===== src/rtl/clk_div_pkg.sv =====
// Shared constants and channel state encoding for the multi-channel clock divider.
package clk_div_pkg;

    localparam int          CNT_W_DEF    = 26;
    localparam int unsigned DEF_HALF_DEF = 50_000_000;
    localparam int unsigned SPEEDUP_HALF = 5;

    typedef enum logic [1:0] {
        OFF,
        IDLE,
        RUN
    } chan_state_t;

endpackage


===== src/rtl/clk_div_chan.sv =====
// One divider channel: half-period counter, active/shadow divisor pair and tick strobe.
// CLK_DIV_SIM_SPEEDUP_EN clamps the boundary compare to SPEEDUP_HALF for simulation.
module clk_div_chan
    import clk_div_pkg::*;
#(
    parameter int          CNT_W    = CNT_W_DEF,
    parameter int unsigned DEF_HALF = DEF_HALF_DEF
) (
    input  logic             clk,
    input  logic             rst,
    input  logic             en,
    input  logic             we,
    input  logic [CNT_W-1:0] val,
    output logic             clk_out,
    output logic             tick,
    output logic             pending
);

    localparam logic [CNT_W-1:0] DEF_VAL = CNT_W'(DEF_HALF);

    logic [CNT_W-1:0] cnt;
    logic [CNT_W-1:0] active;
    logic [CNT_W-1:0] shadow;
    logic [CNT_W-1:0] half_eff;
    chan_state_t      state;
    logic             boundary;
    logic             apply;

    always_comb begin
        if (active == '0) begin
            state = OFF;
        end else if (en) begin
            state = RUN;
        end else begin
            state = IDLE;
        end
    end

`ifdef CLK_DIV_SIM_SPEEDUP_EN
    assign half_eff = (active > CNT_W'(SPEEDUP_HALF)) ? CNT_W'(SPEEDUP_HALF) : active;
`else
    assign half_eff = active;
`endif

    // active != 0 in RUN, so half_eff - 1 never underflows where it matters.
    assign boundary = (state == RUN) && (cnt >= half_eff - CNT_W'(1));
    assign apply    = pending && ((state != RUN) || boundary);

    always_ff @(posedge clk or negedge rst) begin
        if (!rst) begin
            cnt     <= '0;
            active  <= DEF_VAL;
            shadow  <= DEF_VAL;
            pending <= 1'b0;
            clk_out <= 1'b0;
            tick    <= 1'b0;
        end else begin
            tick <= 1'b0;
            if (we) begin
                shadow <= val;
            end
            // A write on the apply edge keeps pending set for the newer value.
            if (apply) begin
                active <= shadow;
            end
            if (we) begin
                pending <= 1'b1;
            end else if (apply) begin
                pending <= 1'b0;
            end
            case (state)
                RUN: begin
                    if (boundary) begin
                        cnt <= '0;
                        if (apply && (shadow == '0)) begin
                            clk_out <= 1'b0;
                        end else begin
                            clk_out <= ~clk_out;
                            tick    <= ~clk_out;
                        end
                    end else begin
                        cnt <= cnt + CNT_W'(1);
                    end
                end
                default: begin
                    cnt     <= '0;
                    clk_out <= 1'b0;
                end
            endcase
        end
    end

endmodule


===== src/rtl/clk_div_multi.sv =====
// Multi-channel programmable clock divider: decodes the divisor write port onto NCH channels.
// Optional macro CLK_DIV_SIM_SPEEDUP_EN shortens every half-period to at most 5 cycles.
module clk_div_multi
    import clk_div_pkg::*;
#(
    parameter int          NCH      = 2,
    parameter int          CNT_W    = CNT_W_DEF,
    parameter int unsigned DEF_HALF = DEF_HALF_DEF,
    localparam int         CH_W     = (NCH > 1) ? $clog2(NCH) : 1
) (
    input  logic             clk,
    input  logic             rst,
    input  logic [NCH-1:0]   en,
    input  logic             div_we,
    input  logic [CH_W-1:0]  div_ch,
    input  logic [CNT_W-1:0] div_val,
    output logic [NCH-1:0]   clk_out,
    output logic [NCH-1:0]   tick,
    output logic [NCH-1:0]   pending
);

    for (genvar i = 0; i < NCH; i++) begin : g_chan
        // Selects at or above NCH match no channel and are dropped.
        localparam logic [CH_W-1:0] IDX = CH_W'(i);

        logic we_ch;
        assign we_ch = div_we && (div_ch == IDX);

        clk_div_chan #(
            .CNT_W    (CNT_W),
            .DEF_HALF (DEF_HALF)
        ) u_chan (
            .clk     (clk),
            .rst     (rst),
            .en      (en[i]),
            .we      (we_ch),
            .val     (div_val),
            .clk_out (clk_out[i]),
            .tick    (tick[i]),
            .pending (pending[i])
        );
    end

endmodule


===== config.mk =====
export PLATFORM = sky130hd
export DESIGN_NAME = clk_div_multi
export DESIGN_NICKNAME = d
export VERILOG_FILES = /design/src/rtl/clk_div_pkg.sv /design/src/rtl/clk_div_chan.sv /design/src/rtl/clk_div_multi.sv
export SDC_FILE = /design/constraint.sdc
export NUM_CORES = 1
export LEC_CHECK = 0
export ABC_AREA = 1
export ABC_CLOCK_PERIOD_IN_PS = 2900
export CAP_MARGIN = 10
export CORE_MARGIN = 4
export CORE_UTILIZATION = 40
export DETAILED_ROUTE_END_ITERATION = 12
export PLACE_DENSITY = 0.56
export SLEW_MARGIN = 20
export SYNTH_ARGS = -nofsm -noshare
export SYNTH_HDL_FRONTEND = slang
export SYNTH_HIERARCHICAL = 1
export SYNTH_SLANG_ARGS = --single-unit

===== constraint.sdc =====
create_clock -name clk -period 2.9 [get_ports clk]
set_input_delay 0.58 -clock clk [delete_from_list [all_inputs] [get_ports clk]]
set_output_delay 0.58 -clock clk [all_outputs]
set_load 0.05 [all_outputs]

-- Word-level counts from Yosys, hierarchy flattened
Index checks and enable logic that the tools add are counted.
W data, S select, Z words.
- output and inout port bits: 6
- logic and storage cells: 65
- flip-flop bits (word level): 162
- reduce and logical (&&, ||, !) cells: 16
- $lt $le $gt $ge: 2
- mux-type cells: 22
- bitwise gates (word level): 3
- equal/unequal tests: 6
- $add $sub $neg: 4
- operator list (cell ; number):
    $logic_not A26 Y1 ; 4
    $mux W26 ; 4
    $add A26 B1 Y26 const B ; 2
    $ge A26 B26 Y1 ; 2
    $sub A26 B1 Y26 const B ; 2
    $mux W1 ; 14
    $logic_and A1 B1 Y1 ; 8
    $mux W2 ; 4
    $eq A2 B2 Y1 const B ; 2
    $ne A2 B1 Y1 const B ; 2
    $ne A2 B2 Y1 const B ; 2
    $reduce_bool A2 Y1 ; 2
    $not A1 Y1 ; 3
    $logic_or A1 B1 Y1 ; 2

-- Logic depth before layout (Yosys ltp)
- depth in word-level cells: 10
- mapped depth: 22
- depth with buffers taken out: 21

-- Cells and area by module
The synthesis kept the hierarchy.
- modules (own cells, without submodules) (module ; instances ; area each (sq um) ; cells each):
    clk_div_chan (g_chan[0].u_chan) ; 1 ; 4944.7 ; 654
    clk_div_chan (g_chan[1].u_chan) ; 1 ; 4868.4 ; 597
    clk_div_multi ; 1 ; 17.5 ; 4

-- Worst setup path after synthesis
OpenSTA, ideal clock, no wires.
- path kind: reg-to-reg
- from: reg g_chan[0].u_chan.active[0]
- to: reg g_chan[0].u_chan.cnt[5]
- arrival: 2.899 ns
- path slack: -0.077 ns
- period minus slack after synthesis: 2.977 ns
- buffers on the path: 2
- cell stages (with the launch flop): 22
- path through: dfrtp_1 > inv_1 > ha_1 > nand3_1 > nor2_1 > nand2_1 > nor3_1 > nand2_1 > xor2_1 > inv_1 > ha_1 > nand2_1 > inv_1 > nand2_1 > nand2_1 > a21oi_1 > nand2_1 > nor2_2 > nand3_4 > buf_6 > buf_6 > a21oi_1
- longest elaborated chain between the ends: 6
- elaborated cells between the ends (all ways): 8
- classes of those cells: add/sub: 1; order compare: 1; eq/ne: 1; mux: 3; reduce/logical: 2
- ends and longest elaborated chain (item ; line ; RTL):
    start: declaration ; clk_div_chan.sv:22 ; logic [CNT_W-1:0] active;
    start signal: assignment ; clk_div_chan.sv:64 ; active <= shadow;
    parallel branches: the longest is 5 deep, another holds $sub A26 B1 Y26 ; - ;
    $mux W26 * ; clk_div_chan.sv:71 ; case (state)
    end signal: assignment ; clk_div_chan.sv:82 ; cnt <= cnt + CNT_W'(1);
    end: declaration ; clk_div_chan.sv:21 ; logic [CNT_W-1:0] cnt;
Every way passes the cells marked *.
A chain may end at the register's enable or synchronous reset.

-- Worst setup path after layout
- from: reg g_chan[0].u_chan.active[2]
- to: reg g_chan[0].u_chan.active[14]
- longest elaborated chain between the ends: 6
- elaborated cells between the ends (all ways): 9
- classes of those cells: add/sub: 1; order compare: 1; eq/ne: 2; mux: 1; reduce/logical: 4
- ends and longest elaborated chain (item ; line ; RTL):
    parallel branches: the longest is 4 deep, another holds $sub A26 B1 Y26 ; - ;
    $logic_or A1 B1 Y1 * ; clk_div_chan.sv:47 ; assign apply = pending && ((state != RUN) || boundary);
    $logic_and A1 B1 Y1 * ; clk_div_chan.sv:47 ;
Marked as above.

==> flow_summary_export.csv <==
group,metric,value,unit
status,status,"finished with violations",
status,violations,"negative setup slack",
power,p_leak,6.06,nW
global_routing,grt.overflow.total,0,
sta,hold_viol_final,0,
setup_path,cp.required,3270,ps
logic_synthesis,yosysTopAreaCellShare,29.0,%
floorplan,pin_count,38,
setup_path,endpoint_kind,"flip-flop",
setup_path,cp_cell_sequence,"nor2_2 > nand2_1 > nor2_2 > buf_6 > inv_1 > nor3_2 > nand3_1 > xor2_2 > ha_1 > nand2_2 > nor2_4 > nand3_1 > nand3b_1 > nand2_1 > nor2_2 > nand3_4 > buf_12 > buf_12 > nand3_1 > nand2_1",
logic_synthesis,synth-seq-area-share,41.8,%
logic_synthesis,synth_compound_area_share,6.17,%
floorplan,start_util,40.5,%
floorplan,rows,57,
global_routing,grt_pass1_vias,8352,
sta,fmax,326,MHz
setup_path,cp.depth,20,
power,power.total,7.57,mW
clock_tree,clkSinkCount,162,
logic_synthesis,yosys.area.top_type,"dfrtp_1",
drt,drtAntennaViolNets,0,
finish,drive_gt1_share,29.2,%
place,place_area,11200,um^2
job,cap_violations,0,
logic_synthesis,syn_nets,1345,
logic_synthesis,synth_xor_area_share,7.48,%
finish,area_growth,34.4,%
logic_synthesis,yosysWarnings,6,
setup_path,critPathMaxFanout,8,
logic_synthesis,avgSynthCellArea,7.83,um^2
setup_path,startpoint_type,"flip-flop",
place,dp_hpwl,19200,um
floorplan,die_w,165,um
logic_synthesis,synth_seq_cells,162,
clock_tree,clkLatencyLatePin,430,ps
setup_path,cp_slowest_stage_delay,400,ps
logic_synthesis,synthDistinctLibCells,33,
clock_tree,postCtsHoldBufs,0,
place,io_buffers,37,
setup_path,crit_buf_inv,4,
logic_synthesis,synth_top_family_by_area,"simple AND/OR/NAND/NOR gates",
place,pre_cts_ws,-173,ps
floorplan,fp.dieH,165,um
clock_tree,cts.clk_slew.worst_paths,80,ps
floorplan,core_region_area,24200,um^2
sta,whs,87.7,ps
sta,period_minus_slack,3070,ps
global_routing,grt_antenna_before_repair,0,
clock_tree,cts_buffers,17,
global_routing,grt_usage,19.9,%
sta,setup_viol,92,
finish,diodes,0,
logic_synthesis,synth.area.top_cells,"dfrtp_1, nand2_1, dfstp_2, ha_1, nor2_1",
global_routing,grt_pass1_wl,42600,um
drt,vias,8488,
clock_tree,clock_path_buffers,2,
drt,drt_iter0_markers,383,
min_path,hold_class,"in -> async",
logic_synthesis,syn_area,9830,um^2
sta,period_share,106,%
drt,drt_wl_total,26600,um
floorplan,dieArea,27100,um^2
sta,finClkSkew,18.3,ps
setup_path,cp_top_family,"simple AND/OR/NAND/NOR gates",
sta,fin_ws,-172,ps
global_routing,grt_max_degree,73,
drt,wl_per_cell,15.2,um
finish,finish.net_count,1503,
setup_path,crit_path_top_delay_cell,"dfrtp_1",
logic_synthesis,synthMuxAreaShare,0,%
drt,drt_first_pass_iters,5,
logic_synthesis,postSynthCellCount,1255,
sta,rsz0062_at_grt,"true",
sta,slew_violations,0,
finish,final_util,54.5,%
setup_path,cp.arrival,3440,ps
setup_path,crit_type,"reg -> reg",
drt,post-route-drc-count,0,
clock_tree,htreeDepth,4,
sta,slew_headroom,56.7,%
drt,via_per_inst,4.85,
power,pwr_density_cell,573,nW/um^2
clock_tree,root_buffer,"clkbuf_16",
clock_tree,cts_tree,"yes",
place,gp_congestion,0.853,
setup_path,reg2reg_depth,20,
logic_synthesis,yosys.area_share.adder,7.38,%
sta,worst_slew_pin_slew,646,ps
finish,stdcell_area,13200,um^2
logic_synthesis,yosys.area_share.simple,29.3,%
power,ir_drop,0.379,mV
finish,fill_cells,2252,
-- worst paths after layout --
kind	to	slack (ps)	startpoint
worst max-delay path	g_chan[0].u_chan/active[14]	-170	g_chan[0].u_chan/active[2]
worst min-delay path	g_chan[1].u_chan/cnt[18]	90	rst
worst max register to register	g_chan[0].u_chan/active[14]	-170	g_chan[0].u_chan/active[2]
worst min register to register	g_chan[0].u_chan/active[25]	470	g_chan[0].u_chan/shadow[25]
max in group asynchronous	g_chan[0].u_chan/shadow[21]	2000	rst
min in group clk	g_chan[0].u_chan/active[25]	470	g_chan[0].u_chan/shadow[25]
-- power breakdown --
part	switching [mW]	internal, mW	total, mW
Combinational	1.34	1.13	2.47
Clock	1.11	1.16	2.27
Sequential	0.238	2.60	2.84
Total	2.69	4.89	7.57
-- placed cells by master (no fill, tap or decap), types with 14 or more instances in the layout --
cell             instances
a21oi_1                 15
buf_4                   99
o21ai_2                 26
nand4_1                 23
o21ai_0                 40
ha_1                    52
dfrtp_1                111
nor2_2                  27
clkbuf_16               17
xor2_1                  47
clkdlybuf4s50_1         35
nand2_1                287
nand2_2                 26
nor3_1                  30
nor2_4                  33
nor2_1                 116
nand3_2                 20
xnor2_1                 33
buf_6                   14
inv_1                  140
nand3_1                 51
dfstp_2                 48
nand2_4                 25
-- kinds of logic (layout without fill, tap and decap cells) --
logic type / after synthesis / in the layout
AOI/OAI and AO/OA: 97 / 97
xor gates and xnor gates: 84 / 84
adders and majority gates: 58 / 58
buffers and inverters: 179 / 348
DFF: 162 / 162
and+or+nand+nor: 675 / 677
-- final cells by class --
| class | instances | area (um^2) | share of cell area (%) |
|---|---|---|---|
| multi-input combinational | 916 | 5880 | 44.5 |
| sequential | 162 | 4120 | 31.2 |
| timing repair buffer | 166 | 1660 | 12.6 |
| inverter | 150 | 563 | 4.26 |
| clock buffer | 18 | 429 | 3.25 |
| tap | 324 | 405 | 3.07 |
| clock inverter | 14 | 154 | 1.16 |
-- repair_timing --
item | in CTS | in global routing
cloned | 9 | 1
resized for setup | 84 | 176
pin swaps | 6 | 69
buffers inserted | 20 | 14
endpoints found under the setup margin | 109 | 110
-- cell usage after synthesis --
| library cell | count |
|---|---|
| a21o_1 | 3 |
| a21oi_1 | 21 |
| and2_1 | 2 |
| buf_2 | 3 |
| buf_4 | 2 |
| buf_6 | 11 |
| clkbuf_1 | 13 |
| clkinv_1 | 1 |
| dfrtp_1 | 114 |
| dfstp_2 | 48 |
| ha_1 | 58 |
| inv_1 | 149 |
| nand2_1 | 337 |
| nand2_4 | 2 |
| nand3_1 | 76 |
| nand3_4 | 2 |
| nand3b_1 | 4 |
| nand4_1 | 23 |
| nor2_1 | 165 |
| nor2_2 | 10 |
| nor2_4 | 1 |
| nor3_1 | 36 |
| nor3_2 | 3 |
| nor3b_1 | 2 |
| nor4_1 | 10 |
| o2111ai_1 | 1 |
| o21a_1 | 1 |
| o21ai_0 | 41 |
| o21ai_2 | 26 |
| o21bai_1 | 4 |
| or2_2 | 2 |
| xnor2_1 | 34 |
| xor2_1 | 50 |
-- flip-flops by register name, indices dropped and copies added, names as in the netlist --
register               flops
g_chan.u_chan/shadow      52
g_chan.u_chan/cnt         52
g_chan.u_chan/pending      2
g_chan.u_chan/tick         2
g_chan.u_chan/active      52
g_chan.u_chan/clk_out      2
-- metal layers --
metal  track usage, %  vias up  part of all wire (%)
met2             31.6      123                    46
met3             2.62       27                   2.7
met4             5.67        0                   1.7
li1                 -     4308                     -
met5                0        -                     0
met1             28.6     4030                    49
-- through the flow --
step,setup TNS [ps],cells
floorplan,0,1255
global placement,-7240,1677
detailed placement,-9590,1677
CTS,-2730,1738
global route,-27900,1750
finish,-9010,1750
Note: power is estimated with default switching activity, not from simulation.
